File: config.mk
export PLATFORM = sky130hd
export DESIGN_NAME = center_buf_rd_ctrl_flat
export DESIGN_NICKNAME = d
export VERILOG_FILES = /design/src/rtl/center_buf_rd_ctrl_pkg.sv /design/src/rtl/center_buf_rd_ctrl_if.sv /design/src/rtl/center_buf_rd_ctrl_out_skid_fifo.sv /design/src/rtl/center_buf_rd_ctrl.sv /design/src/flat_wrapper.sv
export SDC_FILE = /design/constraint.sdc
export NUM_CORES = 1
export LEC_CHECK = 0
export ABC_AREA = 1
export ABC_CLOCK_PERIOD_IN_PS = 4700
export BUFFER_PORTS_ARGS = -buffer_cell sky130_fd_sc_hd__buf_4
export CORE_AREA = 2 2 207 209
export CTS_BUF_LIST = sky130_fd_sc_hd__clkbuf_8
export CTS_CLUSTER_DIAMETER = 150
export DETAILED_ROUTE_END_ITERATION = 10
export DIE_AREA = 0 0 209 211
export GPL_ROUTABILITY_DRIVEN = 0
export GPL_TIMING_DRIVEN = 0
export MAX_ROUTING_LAYER = met4
export PLACE_DENSITY = 0.83
export RECOVER_POWER = 100
export REMOVE_ABC_BUFFERS = 1
export SYNTH_ARGS = -nofsm -noshare
export SYNTH_HDL_FRONTEND = slang
export SYNTH_SLANG_ARGS = --single-unit
File: constraint.sdc
create_clock -name clk -period 4.7 [get_ports clk]
set_input_delay 1.175 -clock clk [delete_from_list [all_inputs] [get_ports clk]]
set_output_delay 1.175 -clock clk [all_outputs]
set_load 0.02 [all_outputs]
File: src/rtl/center_buf_rd_ctrl_pkg.sv
// Shared output-path definitions for the center buffer read controller.
// Holds the FSM state encoding and the skid FIFO depth.
package center_buf_rd_ctrl_pkg;

    typedef enum logic [1:0] {
        ST_IDLE  = 2'd0,
        ST_READ  = 2'd1,
        ST_DRAIN = 2'd2
    } rd_state_e;

    localparam int unsigned FIFO_DEPTH = 2;
    localparam int unsigned FIFO_CW    = 2;

endpackage

File: src/rtl/center_buf_rd_ctrl_if.sv
// Command, buffer-read and output-stream bundle for the read controller.
// slave = controller side, master = environment side.
interface center_buf_rd_ctrl_if #(
    parameter int DATA_WIDTH = 256,
    parameter int log2_DEPTH = 5
);
    logic                  cmd_vld;
    logic                  cmd_rdy;
    logic [log2_DEPTH-1:0] cmd_base_addr;
    logic [log2_DEPTH:0]   cmd_len;
    logic                  buf_rd_en;
    logic [log2_DEPTH-1:0] buf_rd_addr;
    logic                  buf_rd_dat_vld;
    logic [DATA_WIDTH-1:0] buf_rd_dat;
    logic                  m_vld;
    logic                  m_rdy;
    logic [DATA_WIDTH-1:0] m_dat;
    logic                  m_last;
    logic                  busy;
    logic                  done;

    modport slave (
        input  cmd_vld, cmd_base_addr, cmd_len,
        input  buf_rd_dat_vld, buf_rd_dat, m_rdy,
        output cmd_rdy, buf_rd_en, buf_rd_addr,
        output m_vld, m_dat, m_last, busy, done
    );

    modport master (
        output cmd_vld, cmd_base_addr, cmd_len,
        output buf_rd_dat_vld, buf_rd_dat, m_rdy,
        input  cmd_rdy, buf_rd_en, buf_rd_addr,
        input  m_vld, m_dat, m_last, busy, done
    );

endinterface

File: src/rtl/center_buf_rd_ctrl_out_skid_fifo.sv
// Two-entry skid FIFO between buffer read data and the output stream.
// Head entry r_d0 drives the stream directly.
module out_skid_fifo
    import center_buf_rd_ctrl_pkg::*;
#(
    parameter int W = 256
) (
    input  logic               clk,
    input  logic               rst_n,
    input  logic               i_push,
    input  logic [W-1:0]       i_din,
    input  logic               i_pop,
    output logic [W-1:0]       o_dout,
    output logic               o_vld,
    output logic [FIFO_CW-1:0] o_count
);

    logic [W-1:0]       r_d0;
    logic [W-1:0]       r_d1;
    logic [FIFO_CW-1:0] r_cnt;

    // storage shift and occupancy; push into a full FIFO without pop is dropped
    always_ff @(posedge clk or negedge rst_n) begin
        if (!rst_n) begin
            r_d0  <= '0;
            r_d1  <= '0;
            r_cnt <= '0;
        end else begin
            case (r_cnt)
                2'd0: begin
                    if (i_push) begin
                        r_d0  <= i_din;
                        r_cnt <= 2'd1;
                    end
                end
                2'd1: begin
                    if (i_push && i_pop) begin
                        r_d0 <= i_din;
                    end else if (i_push) begin
                        r_d1  <= i_din;
                        r_cnt <= 2'd2;
                    end else if (i_pop) begin
                        r_cnt <= 2'd0;
                    end
                end
                2'd2: begin
                    if (i_pop) begin
                        r_d0 <= r_d1;
                        if (i_push) r_d1 <= i_din;
                        else        r_cnt <= 2'd1;
                    end
                end
                default: r_cnt <= '0;
            endcase
        end
    end

    assign o_dout  = r_d0;
    assign o_vld   = (r_cnt != '0);
    assign o_count = r_cnt;

endmodule

File: src/rtl/center_buf_rd_ctrl.sv
// Center buffer read controller: turns (base, len) commands into buffer
// reads and a credit-limited, back-pressured output stream.
module center_buf_rd_ctrl
    import center_buf_rd_ctrl_pkg::*;
#(
    parameter int DATA_WIDTH = 256,
    parameter int DEPTH      = 32,
    parameter int log2_DEPTH = 5
) (
    input logic                  clk,
    input logic                  rst_n,
    center_buf_rd_ctrl_if.slave  bus
);

    rd_state_e             r_state;
    rd_state_e             w_state_nxt;
    logic [log2_DEPTH-1:0] r_addr;
    logic [log2_DEPTH:0]   r_rem;
    logic [log2_DEPTH:0]   r_len;
    logic [log2_DEPTH:0]   r_beat;
    logic [1:0]            r_infl;
    logic                  r_zdone;

    logic                  w_cmd_rdy;
    logic                  w_accept;
    logic                  w_rd_en;
    logic                  w_done_fsm;
    logic                  w_push;
    logic                  w_pop;
    logic                  w_m_vld;
    logic                  w_m_last;
    logic [DATA_WIDTH-1:0] w_m_dat;
    logic [FIFO_CW-1:0]    w_cnt;
    logic [2:0]            w_occ;
    logic                  w_credit;
    logic [log2_DEPTH-1:0] w_addr_nxt;

    assign w_accept = bus.cmd_vld && w_cmd_rdy;
    assign w_push   = bus.buf_rd_dat_vld && (r_infl != 2'd0);
    assign w_pop    = w_m_vld && bus.m_rdy;
    assign w_occ    = {1'b0, w_cnt} + {1'b0, r_infl};
    assign w_credit = (w_occ < 3'(FIFO_DEPTH)) ||
                      ((w_occ == 3'(FIFO_DEPTH)) && w_pop);
    assign w_m_last = w_m_vld && (r_state != ST_IDLE) &&
                      (r_beat == r_len - 1'b1);
    assign w_addr_nxt = (r_addr == log2_DEPTH'(DEPTH - 1)) ?
                        '0 : r_addr + 1'b1;

    // FSM state register
    always_ff @(posedge clk or negedge rst_n) begin
        if (!rst_n) r_state <= ST_IDLE;
        else        r_state <= w_state_nxt;
    end

    // next state, read strobe and handshake outputs
    always_comb begin
        w_state_nxt = r_state;
        w_cmd_rdy   = 1'b0;
        w_rd_en     = 1'b0;
        w_done_fsm  = 1'b0;
        unique case (r_state)
            ST_IDLE: begin
                w_cmd_rdy = 1'b1;
                if (bus.cmd_vld && (bus.cmd_len != '0))
                    w_state_nxt = ST_READ;
            end
            ST_READ: begin
                w_rd_en = w_credit;
                if (w_credit && (r_rem == 1))
                    w_state_nxt = ST_DRAIN;
            end
            ST_DRAIN: begin
                if (w_pop && w_m_last) begin
                    w_done_fsm  = 1'b1;
                    w_state_nxt = ST_IDLE;
                end
            end
            default: w_state_nxt = ST_IDLE;
        endcase
    end

    // command latch, address walk and beat/in-flight accounting
    always_ff @(posedge clk or negedge rst_n) begin
        if (!rst_n) begin
            r_addr  <= '0;
            r_rem   <= '0;
            r_len   <= '0;
            r_beat  <= '0;
            r_infl  <= '0;
            r_zdone <= 1'b0;
        end else begin
            r_zdone <= w_accept && (bus.cmd_len == '0);
            if (w_pop) r_beat <= r_beat + 1'b1;
            if (w_accept && (bus.cmd_len != '0)) begin
                r_addr <= bus.cmd_base_addr;
                r_rem  <= bus.cmd_len;
                r_len  <= bus.cmd_len;
                r_beat <= '0;
            end else if (w_rd_en) begin
                r_addr <= w_addr_nxt;
                r_rem  <= r_rem - 1'b1;
            end
            case ({w_rd_en, w_push})
                2'b10:   r_infl <= r_infl + 1'b1;
                2'b01:   r_infl <= r_infl - 1'b1;
                default: r_infl <= r_infl;
            endcase
        end
    end

    out_skid_fifo #(.W(DATA_WIDTH)) u_fifo (
        .clk     (clk),
        .rst_n   (rst_n),
        .i_push  (w_push),
        .i_din   (bus.buf_rd_dat),
        .i_pop   (w_pop),
        .o_dout  (w_m_dat),
        .o_vld   (w_m_vld),
        .o_count (w_cnt)
    );

    assign bus.cmd_rdy     = w_cmd_rdy;
    assign bus.buf_rd_en   = w_rd_en;
    assign bus.buf_rd_addr = r_addr;
    assign bus.m_vld       = w_m_vld;
    assign bus.m_dat       = w_m_dat;
    assign bus.m_last      = w_m_last;
    assign bus.busy        = (r_state != ST_IDLE);
    assign bus.done        = r_zdone || w_done_fsm;

endmodule
File: src/flat_wrapper.sv
// flat-port wrapper written by rule: the top's interface ports become plain ports
module center_buf_rd_ctrl_flat import center_buf_rd_ctrl_pkg::*;
#(
    parameter int DATA_WIDTH = 256,
    parameter int DEPTH      = 32,
    parameter int log2_DEPTH = 5
)
  (clk, rst_n, bus_cmd_vld, bus_cmd_base_addr, bus_cmd_len, bus_buf_rd_dat_vld, bus_buf_rd_dat, bus_m_rdy, bus_cmd_rdy, bus_buf_rd_en, bus_buf_rd_addr, bus_m_vld, bus_m_dat, bus_m_last, bus_busy, bus_done);
  center_buf_rd_ctrl_if #(.DATA_WIDTH(DATA_WIDTH), .log2_DEPTH(log2_DEPTH)) bus_i ();
  input logic clk;
  input logic rst_n;
  input wire logic [$bits(bus_i.cmd_vld)-1:0] bus_cmd_vld;
  input wire logic [$bits(bus_i.cmd_base_addr)-1:0] bus_cmd_base_addr;
  input wire logic [$bits(bus_i.cmd_len)-1:0] bus_cmd_len;
  input wire logic [$bits(bus_i.buf_rd_dat_vld)-1:0] bus_buf_rd_dat_vld;
  input wire logic [$bits(bus_i.buf_rd_dat)-1:0] bus_buf_rd_dat;
  input wire logic [$bits(bus_i.m_rdy)-1:0] bus_m_rdy;
  output wire logic [$bits(bus_i.cmd_rdy)-1:0] bus_cmd_rdy;
  output wire logic [$bits(bus_i.buf_rd_en)-1:0] bus_buf_rd_en;
  output wire logic [$bits(bus_i.buf_rd_addr)-1:0] bus_buf_rd_addr;
  output wire logic [$bits(bus_i.m_vld)-1:0] bus_m_vld;
  output wire logic [$bits(bus_i.m_dat)-1:0] bus_m_dat;
  output wire logic [$bits(bus_i.m_last)-1:0] bus_m_last;
  output wire logic [$bits(bus_i.busy)-1:0] bus_busy;
  output wire logic [$bits(bus_i.done)-1:0] bus_done;
  assign bus_i.cmd_vld = bus_cmd_vld;
  assign bus_i.cmd_base_addr = bus_cmd_base_addr;
  assign bus_i.cmd_len = bus_cmd_len;
  assign bus_i.buf_rd_dat_vld = bus_buf_rd_dat_vld;
  assign bus_i.buf_rd_dat = bus_buf_rd_dat;
  assign bus_i.m_rdy = bus_m_rdy;
  assign bus_cmd_rdy = bus_i.cmd_rdy;
  assign bus_buf_rd_en = bus_i.buf_rd_en;
  assign bus_buf_rd_addr = bus_i.buf_rd_addr;
  assign bus_m_vld = bus_i.m_vld;
  assign bus_m_dat = bus_i.m_dat;
  assign bus_m_last = bus_i.m_last;
  assign bus_busy = bus_i.busy;
  assign bus_done = bus_i.done;
  center_buf_rd_ctrl #(.DATA_WIDTH(DATA_WIDTH), .DEPTH(DEPTH), .log2_DEPTH(log2_DEPTH)) u_core (.clk(clk), .rst_n(rst_n), .bus(bus_i));
endmodule
# ---- Word level (Yosys, flattened, before mapping)
# Cells that the tools add are included.
# W data, S select, Z words.
dict set report word_totals {
  reg_bits 542
  elab_cells 98
  output_inout_bits 267
}
dict set report op_classes {
  muxes 31
  n_eq_ne 19
  n_reduce_logical 30
  magnitude_cmp 1
  add_sub_neg 7
}
# cell n
set op_table {}
lappend op_table {{$mux W256} 6}
lappend op_table {{$pmux W256 S3} 1}
lappend op_table {{$pmux W256 S2} 1}
lappend op_table {{$mux W6} 4}
lappend op_table {{$mux W2} 9}
lappend op_table {{$mux W5} 3}
lappend op_table {{$reduce_bool A2 Y1} 7}
lappend op_table {{$logic_and A1 B1 Y1} 12}
lappend op_table {{$pmux W2 S3} 2}
lappend op_table {{$sub A6 B1 Y6 const B} 2}
lappend op_table {{$ne A2 B2 Y1 const B} 5}
lappend op_table {{$add A6 B1 Y6 const B} 1}
lappend op_table {{$eq A2 B1 Y1 const B} 3}
lappend op_table {{$eq A2 B2 Y1 const B} 3}
lappend op_table {{$eq A6 B1 Y1 const B} 1}
lappend op_table {{$eq A6 B6 Y1} 1}
lappend op_table {{$logic_not A6 Y1} 1}
lappend op_table {{$ne A2 B1 Y1 const B} 3}
lappend op_table {{$reduce_and A3 Y1} 2}
lappend op_table {{$reduce_bool A6 Y1} 1}
lappend op_table {{$add A5 B1 Y5 const B} 1}
lappend op_table {{$eq A5 B5 Y1 const B} 1}
lappend op_table {{$reduce_and A5 Y1} 1}
lappend op_table {{$logic_not A2 Y1} 2}
lappend op_table {{other kinds (11)} 15}

# ---- Depth between registers and ports, before layout
# Gate-level depths: netlist (run 1).
dict set report logic_depth {
  depth_word 7
  depth_mapped 11
  depth_no_buf 11
}

# ---- Cells and area by module
# From an unflattened synthesis (run 1), not the netlist that was laid out.
dict set report unflattened {
  cells_unflattened 3342
  hier_area_um2 25615.8
}
# mod seq_area_each_um2 cells_per_inst area_per_inst_um2 n_inst
set by_module_without_submodules {}
lappend by_module_without_submodules {out_skid_fifo 12862.3 3095 23790.3 1}
lappend by_module_without_submodules {center_buf_rd_ctrl 700.7 247 1825.5 1}

# ---- Worst setup path before layout (run 1)
# OpenSTA, ideal clock, no wires.
dict set report synth_path {
  kind {input to output}
  startpoint {in bus_m_rdy}
  endpoint {out bus_done}
  stages 4
  t_arrival_ns 1.863
  t_required_ns 3.525
  slack_ns 1.662
  cell_sequence {inv_2 -> nor2_4 -> nand4_1 -> o21bai_1}
}
dict set report synth_via {
  elab_chain_cells 5
}
# element line
set synth_lines {}
lappend synth_lines {{start, declared} flat_wrapper.sv:17} ;# input wire logic [$bits(bus_i.m_rdy)-1:0] bus_m_rdy;
lappend synth_lines {{$logic_and A1 B1 Y1} center_buf_rd_ctrl.sv:40} ;# assign w_pop = w_m_vld && bus.m_rdy;
lappend synth_lines {{$logic_and A1 B1 Y1} center_buf_rd_ctrl.sv:73} ;# if (w_pop && w_m_last) begin
lappend synth_lines {{$mux W1} center_buf_rd_ctrl.sv:73}
lappend synth_lines {{$mux W1} center_buf_rd_ctrl.sv:61} ;# unique case (r_state)
lappend synth_lines {{$logic_or A1 B1 Y1} center_buf_rd_ctrl.sv:129} ;# assign bus.done = r_zdone || w_done_fsm;
lappend synth_lines {{end, declared} flat_wrapper.sv:25} ;# output wire logic [$bits(bus_i.done)-1:0] bus_done;
# No other way between the ends.

# ---- Worst setup path in the final report (run 1)
dict set report layout_path {
  startpoint {reg u_core.u_fifo.r_cnt[1], in the netlist u_core.u_fifo.o_count[1]}
  endpoint {reg u_core.u_fifo.r_d0[193], in the netlist u_core.u_fifo.o_dout[193]}
}
dict set report layout_via {
  elab_chain_cells 5
  elab_cells_between_ends 12
}
# element line
set layout_lines {}
lappend layout_lines {{start, declared} center_buf_rd_ctrl_out_skid_fifo.sv:20} ;# logic [FIFO_CW-1:0] r_cnt;
lappend layout_lines {{start signal, assigned} center_buf_rd_ctrl_out_skid_fifo.sv:27} ;# r_cnt <= '0;
lappend layout_lines {{start signal, assigned} center_buf_rd_ctrl_out_skid_fifo.sv:33} ;# r_cnt <= 2'd1;
lappend layout_lines {{start signal, assigned} center_buf_rd_ctrl_out_skid_fifo.sv:41} ;# r_cnt <= 2'd2;
lappend layout_lines {{$reduce_bool A2 Y1} center_buf_rd_ctrl_out_skid_fifo.sv:59} ;# assign o_vld = (r_cnt != '0);
lappend layout_lines {{$logic_and A1 B1 Y1} center_buf_rd_ctrl.sv:40}
lappend layout_lines {{$logic_and A1 B1 Y1} center_buf_rd_ctrl_out_skid_fifo.sv:37} ;# if (i_push && i_pop) begin
lappend layout_lines {{$ne A2 B2 Y1 (no source line)} -}
lappend layout_lines {{$reduce_and A4 Y1 (no source line)} -}
lappend layout_lines {{end signal, assigned} center_buf_rd_ctrl_out_skid_fifo.sv:32} ;# r_d0 <= i_din;
lappend layout_lines {{end signal, assigned} center_buf_rd_ctrl_out_skid_fifo.sv:38} ;# r_d0 <= i_din;
lappend layout_lines {{end signal, assigned} center_buf_rd_ctrl_out_skid_fifo.sv:48} ;# r_d0 <= r_d1;
lappend layout_lines {{end, declared} center_buf_rd_ctrl_out_skid_fifo.sv:18} ;# logic [W-1:0] r_d0;
# Several ways; a longest one is shown, not always the timed one.
# A chain may end at the register's enable or synchronous reset.

==> results.toml, run 1 <==
[synth]
avgSynthCellArea_sq_um = 10.32
synth-edff-count = 0
ys.flop_type = "dfrtp_1"
synth.most_common_cell = "nand2_1"
ys.warnings.count = 0
synthTopCellsByArea = "dfrtp_1, mux2_1, nand2_1, a31oi_1, nor2_1"
synth_cell_type_count = 26
async_reset_ff_share_pct = 100.0
synth_cells = 2199
synth_seq_cells = 542
ys_seq_area_share_pct = 59.78
synthTopCellsByCount = "nand2_1, dfrtp_1, nor2_1"
synth_area_sq_um = 22690
netlist.top_cell.by_area = "dfrtp_1"
synth_top_cell_area_share_pct = 59.78

[routing]
first_iter_violations = 1457
drtAntennaViolNets = 0
wire_per_inst_microns = 18.67
vias = 18280
finalWirelength_mm = 61.96
vias_per_cell = 5.510
first_pass_iters = 6
drc = 0

[cts]
clockRootBuffer = "clkbuf_8"
cts_tree = "done"
ctsHoldBuffers = 0
cts_resized = 0
cts_buffers = 88
clock_latency_ps = 630
ctsHtreeMaxLevel = 3
cts_buffer_depth = 3
path_clk_slew_ps = 70
clkSinkCount = 542
cts_setup_buffers = 0

[power_and_ir_drop]
swShare_pct = 41.31
p_total_mw = 21.04
vdd_drop_max_v = 0.0003710
leakage_nw = 12.88
combPwrFrac_pct = 39.9
p_clk_share_pct = 20.4
p_sw_mw = 8.692
pwr-share-seq_pct = 39.7
intPower_mw = 12.35
power.density_nw_per_um2 = 745.1

[sta]
finalHoldViolCount = 0
clock_skew_ps = 19.34
relSlewSlack_pct = -37.42
drv_slew = 166
timing.final.crit_share_pct = 85.40
timing.hold.ws_ps = 490.1
finalCriticalPeriod_ps = 4014
fmax_mhz = 249.1
tightest_slew_ps = 2061
rsz0062_at_grt = "no"
setup_viol = 0
layout_setup_ws_ps = 686.1

[floorplanning]
dieArea_sq_um = 44100
rows = 75
die_height_microns = 211
core_sq_um = 41760
start_util_pct = 54.33
die_w_microns = 209
ios = 539

[run_status]
outcome = "finished, violations left"
violations = "capacitance limit, slew limit"

[placed_design]
port_buffers = 538
pre_cts_ws_ps = 1271
post-dp-hpwl_mm = 42.07

[global_routing]
grt.total_usage_pct = 28.90
antenna_found_initial = 3
grt_pass1_wl_mm = 98.25
grt_pass1_vias = 18960
grt_max_degree = 148
grt_overflow_total = 0

[setup_path]
ff2ff_path_depth = 8
worstReg2RegEnd = "u_core.u_fifo.o_dout[193]"
reg2reg_setup_slack_ps = 690
crit_end = "u_core.u_fifo.o_dout[193]"
critPathLaunch = "u_core.u_fifo.o_count[1]"
crit_arrival_ps = 4480
cp-start-kind = "flip-flop"
worst_ep_required_time_ps = 5160
worstSetupPathType = "flip-flop to flip-flop"
end_kind = "flip-flop"
path_max_fanout = 147
r2r_start = "u_core.u_fifo.o_count[1]"

[hold_path]
hp-class = "flip-flop to flip-flop"

[layout]
area_growth_pct = 24.47
drive_above_1_share_pct = 15.99
fillers = 3121
nNetsFinal = 2987

[run]
cap_violations = 3
[flip-flops by register name (all words and copies together) (netlist names)]
signal and count:
u_core.bus.buf_rd_addr 5, u_core.r_len 6, u_core.r_zdone 1, u_core.r_beat 6, u_core.u_fifo.o_count 2, u_core.u_fifo.r_d1 256, u_core.u_fifo.o_dout 256, u_core.r_infl 2
u_core.r_state 2, u_core.r_rem 6
[routing by layer]
layer | global-route usage, % | wire length (microns) | vias to the layer above
met5 | - | 0 | -
met1 | 32.33 | 23310 | 9057
met3 | 9.426 | 5247 | 154
li1 | - | - | 8407
met4 | 14.38 | 2524 | 0
met2 | 46.85 | 30880 | 664
[power by group through the flow]
| stage | Combinational, mW | Clock [mW] | Sequential (mW) |
|---|---|---|---|
| after floorplan | 4.10 | 0 | 9.52 |
| after global placement | 8.18 | 0 | 8.08 |
| after detailed placement | 9.34 | 0 | 8.41 |
| after CTS | 9.40 | 4.38 | 8.37 |
| after global routing | 9.18 | 4.59 | 8.62 |
| final | 8.39 | 4.30 | 8.35 |
[worst min path at each step]
stage | cells past startpoint | slack [ps] | from | end
floorplan | 1 | 460 | u_core.u_fifo.r_d1[0] | u_core.u_fifo.r_d1[0]
global placement | 1 | 470 | u_core.u_fifo.r_d1[20] | u_core.u_fifo.r_d1[20]
detailed placement | 1 | 480 | u_core.u_fifo.r_d1[114] | u_core.u_fifo.r_d1[114]
CTS | 1 | 490 | rst_n | u_core.u_fifo.o_dout[226]
global route | 1 | 500 | u_core.u_fifo.r_d1[94] | u_core.u_fifo.r_d1[94]
finish | 1 | 490 | u_core.u_fifo.r_d1[140] | u_core.u_fifo.r_d1[140]
[worst max-delay path: stages (launching register included)]
cell and delay, ps:
dfrtp_1 440, inv_2 90, nor2_4 570, clkbuf_1 1420
buf_12 310, inv_8 210, buf_16 350, nand2_1 200
a31oi_1 120
[final cells by class]
class                   instances  area, sq um  share of cell area, %
inverters                      40        157.7                 0.5583
well taps                     539        674.4                  2.388
repair buffers                561         3595                  12.73
clock buffers                 123         1693                  5.995
diodes                          3        7.507                0.02659
multi-input cells            1473         8329                  29.50
flip-flops and latches        542        13560                  48.03
clock inverters                37        217.7                 0.7710
[placed cells by master, fill, tap and decap left out]
master	instances
clkbuf_2	1
buf_16	15
or2_2	4
xor2_1	2
a31oi_1	257
nand2_2	1
inv_1	58
inv_8	1
xnor2_1	4
nor3_1	5
clkinv_2	11
nor2_1	285
o211ai_1	2
bufinv_16	2
clkbuf_8	123
diode_2	3
clkbuf_4	1
fa_1	1
and3_1	1
nand2_4	1
nand2_1	593
o21ai_1	1
dfrtp_1	542
mux2_1	256
o21ai_0	17
nand3_1	22
inv_6	1
buf_4	270
o21bai_1	1
clkbuf_1	267
clkinvlp_4	2
ha_1	8
a21oi_1	9
buf_12	7
nand4_1	1
nor2_4	2
inv_2	2
[kinds of logic (layout without fill, tap and decap cells)]
logic type,Yosys count,after routing,synth area share [%]
and+or+nand+nor,915,915,15.42
DFF,542,542,59.78
AOI/OAI and AO/OA,287,287,7.782
muxes,256,256,12.71
buffers and inverters,184,761,3.546
adders and majority gates,9,9,0.5295
xor gates and xnor gates,6,6,0.2316
other,0,3,0
[metrics by stage]
| step | instances | util, % | cell area (sq um) | TNS (ps) |
|---|---|---|---|---|
| CTS | 3315 | 70.07 | 29260 | 0 |
| finish | 3318 | 67.62 | 28240 | 0 |
| global placement | 3132 | 64.05 | 26750 | -7892170 |
| detailed placement | 3155 | 65.49 | 27350 | 0 |
| global route | 3318 | 67.62 | 28240 | 0 |
| floorplan | 2055 | - | 22030 | -3137530 |
Note: power is estimated with default switching activity, not from simulation.
==> inputs of run 2 (changes only) <==
Settings changed: ABC_CLOCK_PERIOD_IN_PS 4700 to 4800.
Clock period 4.7 ns to 4.8 ns, I/O delays scaled along.
==> results.toml, run 2 (synthesis gave the netlist of run 1 again) <==
[sta]
timing.final.crit_share_pct = 84.89
finalHoldViolCount = 0
rsz0062_at_grt = "no"
layout_setup_ws_ps = 725.2
finalCriticalPeriod_ps = 4075
tightest_slew_ps = 2043
fmax_mhz = 245.4
setup_viol = 0
drv_slew = 166
finalSetupTns_ps = 0
timing.hold.ws_ps = 490.3
relSlewSlack_pct = -36.21
clock_skew_ps = 16.60

[hold_path]
hp-class = "flip-flop to flip-flop"
hp-start = "u_core.u_fifo.r_d1[148]"

[routing]
vias_per_cell = 5.513
drc = 0
first_pass_iters = 5
first_iter_violations = 1428
finalWirelength_mm = 61.98
drtAntennaViolNets = 0
vias = 18290
wire_per_inst_microns = 18.68

[layout]
drive_above_1_share_pct = 15.96
final_common_cell = "nand2_1"
final_cell_area_sq_um = 28220
final_cell_mix = "nand2_1, dfrtp_1, nor2_1"
stdcell_count = 3318
regArea_sq_um = 13560
nNetsFinal = 2987
area_growth_pct = 24.38
fillers = 3123
multi_input_area_sq_um = 8329

[placed_design]
post-dp-hpwl_mm = 42.07
dp.cells = 3155
port_buffers = 538
pre_cts_ws_ps = 1346
place_area_sq_um = 27350

[setup_path]
end_kind = "flip-flop"
critPathLaunch = "u_core.u_fifo.o_count[1]"
cp-start-kind = "flip-flop"
worst_ep_required_time_ps = 5310
worstSetupPathType = "flip-flop to flip-flop"
r2r_start = "u_core.u_fifo.o_count[1]"
reg2reg_setup_slack_ps = 730
crit_arrival_ps = 4580
path_max_fanout = 59

[floorplanning]
rows = 75
die_height_microns = 211
ios = 539
core_sq_um = 41760
dieArea_sq_um = 44100
start_util_pct = 54.33
die_w_microns = 209

[power_and_ir_drop]
power.density_nw_per_um2 = 729.8
vdd_drop_max_v = 0.0003624
leakage_nw = 12.87

[global_routing]
grt_pass1_wl_mm = 98.25
grt.total_usage_pct = 28.90
grt_pass1_vias = 18960
grt_max_degree = 148
grt_overflow_total = 0
antenna_found_initial = 3

[cts]
cts_resized = 0
ctsHtreeMaxLevel = 3
clkSinkCount = 542
cts_buffers = 88
ctsHoldBuffers = 0
path_clk_slew_ps = 70
clock_latency_ps = 630
cts_setup_buffers = 0
cts_tree = "done"
cts_buffer_depth = 3
clockRootBuffer = "clkbuf_8"

[run]
cap_violations = 3

[run_status]
violations = "capacitance limit, slew limit"
outcome = "finished, violations left"
[run 2: changes by cell type in the layout (fill, tap and decap cells not counted), sizes merged]
cell | previous run | this run
clkbuf | 392 | 393
buf | 292 | 291
[run 2: worst paths after layout]
check | endpoint | depth (start not counted)
max | u_core.u_fifo.r_d1[52] | 8
min reg2reg | u_core.u_fifo.r_d1[148] | 1
max reg2reg | u_core.u_fifo.r_d1[52] | 8
min | u_core.u_fifo.r_d1[148] | 1
max in group asynchronous | u_core.u_fifo.r_d1[40] | 3
min in group asynchronous | u_core.u_fifo.o_dout[226] | 1
[run 2: where the power goes]
group          internal [mW]  total (mW)  switching [mW]
combinational           2.80        8.20            5.40
sequential              6.90        8.18            1.28
clock                   2.38        4.21            1.83
total                   12.1        20.6            8.51
[run 2: layout make-up]
cell class	count	area share [%]
Multi-Input combinational cell	1473	29.52
Inverter	40	0.5587
Sequential cell	542	48.07
Antenna cell	3	0.02661
Clock inverter	37	0.7715
Timing Repair Buffer	561	12.67
Clock buffer	123	5.999
Tap cell	539	2.390
[run 2: stage by stage]
step	utilization, %	power [mW]
floorplan	-	13.35
global placement	64.05	16.02
detailed placement	65.49	17.38
CTS	70.07	21.68
global route	67.57	21.91
finish	67.57	20.59
[run 2: metal layers]
layer  routed length [microns]  global-route usage (%)
met2                     30870                   46.85
met1                     23320                   32.33
met5                         0                       -
met3                      5311                   9.426
met4                      2479                   14.38
[run 2: critical path: stages (launching register included)]
cell	delay, ps
dfrtp_1	430
inv_1	120
nor2_4	590
nand2_1	240
nand2_1	130
nand2_2	830
buf_16	570
clkbuf_4	480
mux2_1	470
==> inputs of run 3 (changes only) <==
Settings changed: ABC_CLOCK_PERIOD_IN_PS 4800 to 3350, CORE_AREA 2 2 207 209 to 2 2 217 219, DIE_AREA 0 0 209 211 to 0 0 219 221, PLACE_DENSITY 0.83 to 0.79.
Clock period 4.8 ns to 3.35 ns, I/O delays scaled along.
==> results.toml, run 3 (synthesis gave the netlist of run 1 again) <==
[setup_path]
crit_arrival_ps = 2380
reg2reg_setup_slack_ps = 240
path_max_fanout = 5
worstReg2RegEnd = "u_core.u_fifo.r_d1[232]"
cp-start-kind = "flip-flop"
worst_ep_required_time_ps = 2510
r2r_start = "u_core.u_fifo.o_count[1]"
worstSetupPathType = "flip-flop to output port"
end_kind = "output port"
ff2ff_path_depth = 9

[global_routing]
grt_pass1_wl_mm = 98.83
met2_usage_pct = 42.32
grt_max_degree = 130
antenna_found_initial = 2
grt_pass1_vias = 18790
grt.total_usage_pct = 26.36
use_met1_pct = 30.45
grt_overflow_total = 0
use_met3_pct = 8.275
grt.busiest_layer = "met2"

[routing]
vias_per_cell = 5.355
first_pass_iters = 6
drtAntennaViolNets = 0
wire_per_inst_microns = 18.35
finalWirelength_mm = 62.07
drc = 0
vias = 18110
first_iter_violations = 1376

[cts]
cts_buffer_depth = 3
cts_buffers = 91
clock_latency_ps = 660
ctsHtreeMaxLevel = 3
ctsHoldBuffers = 0
path_clk_slew_ps = 60
clockRootBuffer = "clkbuf_8"
cts_tree = "done"
clkSinkCount = 542

[floorplanning]
die_w_microns = 219
dieArea_sq_um = 48400
start_util_pct = 49.25
ios = 539
die_height_microns = 221
rows = 79
core_sq_um = 46060

[layout]
multi_input_area_sq_um = 8357
fillers = 3863
final_common_cell = "nand2_1"
drive_above_1_share_pct = 16.08
nNetsFinal = 2993
post-route-util_pct = 61.22
final_cell_mix = "nand2_1, dfrtp_1, nor2_1"
regArea_sq_um = 13570
stdcell_count = 3382
area_growth_pct = 24.30

[sta]
fmax_mhz = 310.4
clock_skew_ps = 14.26
drv_slew = 0
finalCriticalPeriod_ps = 3222
relSlewSlack_pct = 2.152
timing.final.crit_share_pct = 96.17
finalHoldViolCount = 0
layout_setup_ws_ps = 128.4
timing.hold.ws_ps = 237.0
tightest_slew_ps = 1468
setup_viol = 0

[run]
cap_violations = 0

[power_and_ir_drop]
power.density_nw_per_um2 = 1039
p_total_mw = 29.30
leakage_nw = 12.83
vdd_drop_max_v = 0.0009322

[placed_design]
port_buffers = 538
post-dp-hpwl_mm = 41.89
dp.cells = 3223
pre_cts_ws_ps = 181.7

[hold_path]
hp-class = "input port to async pin"

[run_status]
outcome = "completed"
==> run 3: changes by cell type in the layout (fill, tap and decap cells not counted), moves of 2 or more <==
| cell | before | now |
|---|---|---|
| a21oi_2 | 0 | 2 |
| dfrtp_2 | 0 | 2 |
| a21oi_1 | 9 | 7 |
| clkinv_2 | 11 | 7 |
| dfrtp_1 | 542 | 540 |
| inv_2 | 1 | 4 |
| buf_4 | 270 | 276 |
| buf_16 | 14 | 9 |
| buf_6 | 0 | 2 |
| clkbuf_8 | 123 | 117 |
| clkbuf_1 | 267 | 265 |
| inv_1 | 59 | 61 |
| buf_8 | 0 | 2 |
==> run 3: stage by stage <==
step	setup TNS, ps	instance area (sq um)
floorplan	-3829010	22030
global placement	-9150600	26830
detailed placement	0	27440
CTS	0	29270
global route	-8.749	28200
finish	0	28200
==> run 3: worst max-delay path by stage <==
stage | to | from | cells past startpoint | slack (ps)
after floorplan | u_core.u_fifo.o_dout[0] | u_core.u_fifo.o_count[0] | 4 | -8450
after global placement | u_core.u_fifo.o_dout[185] | u_core.u_fifo.o_count[0] | 4 | -14730
after detailed placement | u_core.u_fifo.o_dout[105] | u_core.u_fifo.o_count[0] | 9 | 180
after CTS | bus_buf_rd_en | u_core.u_fifo.o_count[0] | 6 | 40
after global routing | bus_done | u_core.r_len[0] | 11 | -9
final | bus_buf_rd_en | u_core.u_fifo.o_count[0] | 6 | 130
==> run 3: layout make-up <==
class                      count  share of cell area, %
sequential                   542                  48.11
multi-input combinational   1473                  29.63
timing repair buffer         564                  12.56
clock buffer                 117                  5.710
tap                          607                  2.693
clock inverter                37                 0.7365
inverter                      40                 0.5413
antenna                        2                0.01775
==> run 3: critical path, cell delays in order, from the launching register on <==
cell	delay [ps]
dfrtp_2	450
ha_1	240
fa_1	490
a21oi_2	170
nand2_1	90
inv_2	120
buf_4	160
==> run 3: repair_timing <==
action	CTS	global route
setup endpoints to repair	1	41
setup buffers	1	2
pin swaps	0	4
resized for setup	1	7
==> run 3: per-layer routing <==
metal | vias up | part of all wire [%]
met5 | - | 0
met4 | 0 | 3.8
met3 | 145 | 8.4
met2 | 638 | 49
met1 | 8917 | 39
li1 | 8410 | -
==> run 3: where the power goes <==
| group | total (mW) | leakage [nW] | switching, mW | internal [mW] |
|---|---|---|---|---|
| logic | 11.7 | 5.52 | 7.69 | 3.99 |
| clock network | 5.88 | 1.04 | 2.63 | 3.25 |
| registers | 11.7 | 6.28 | 1.84 | 9.90 |
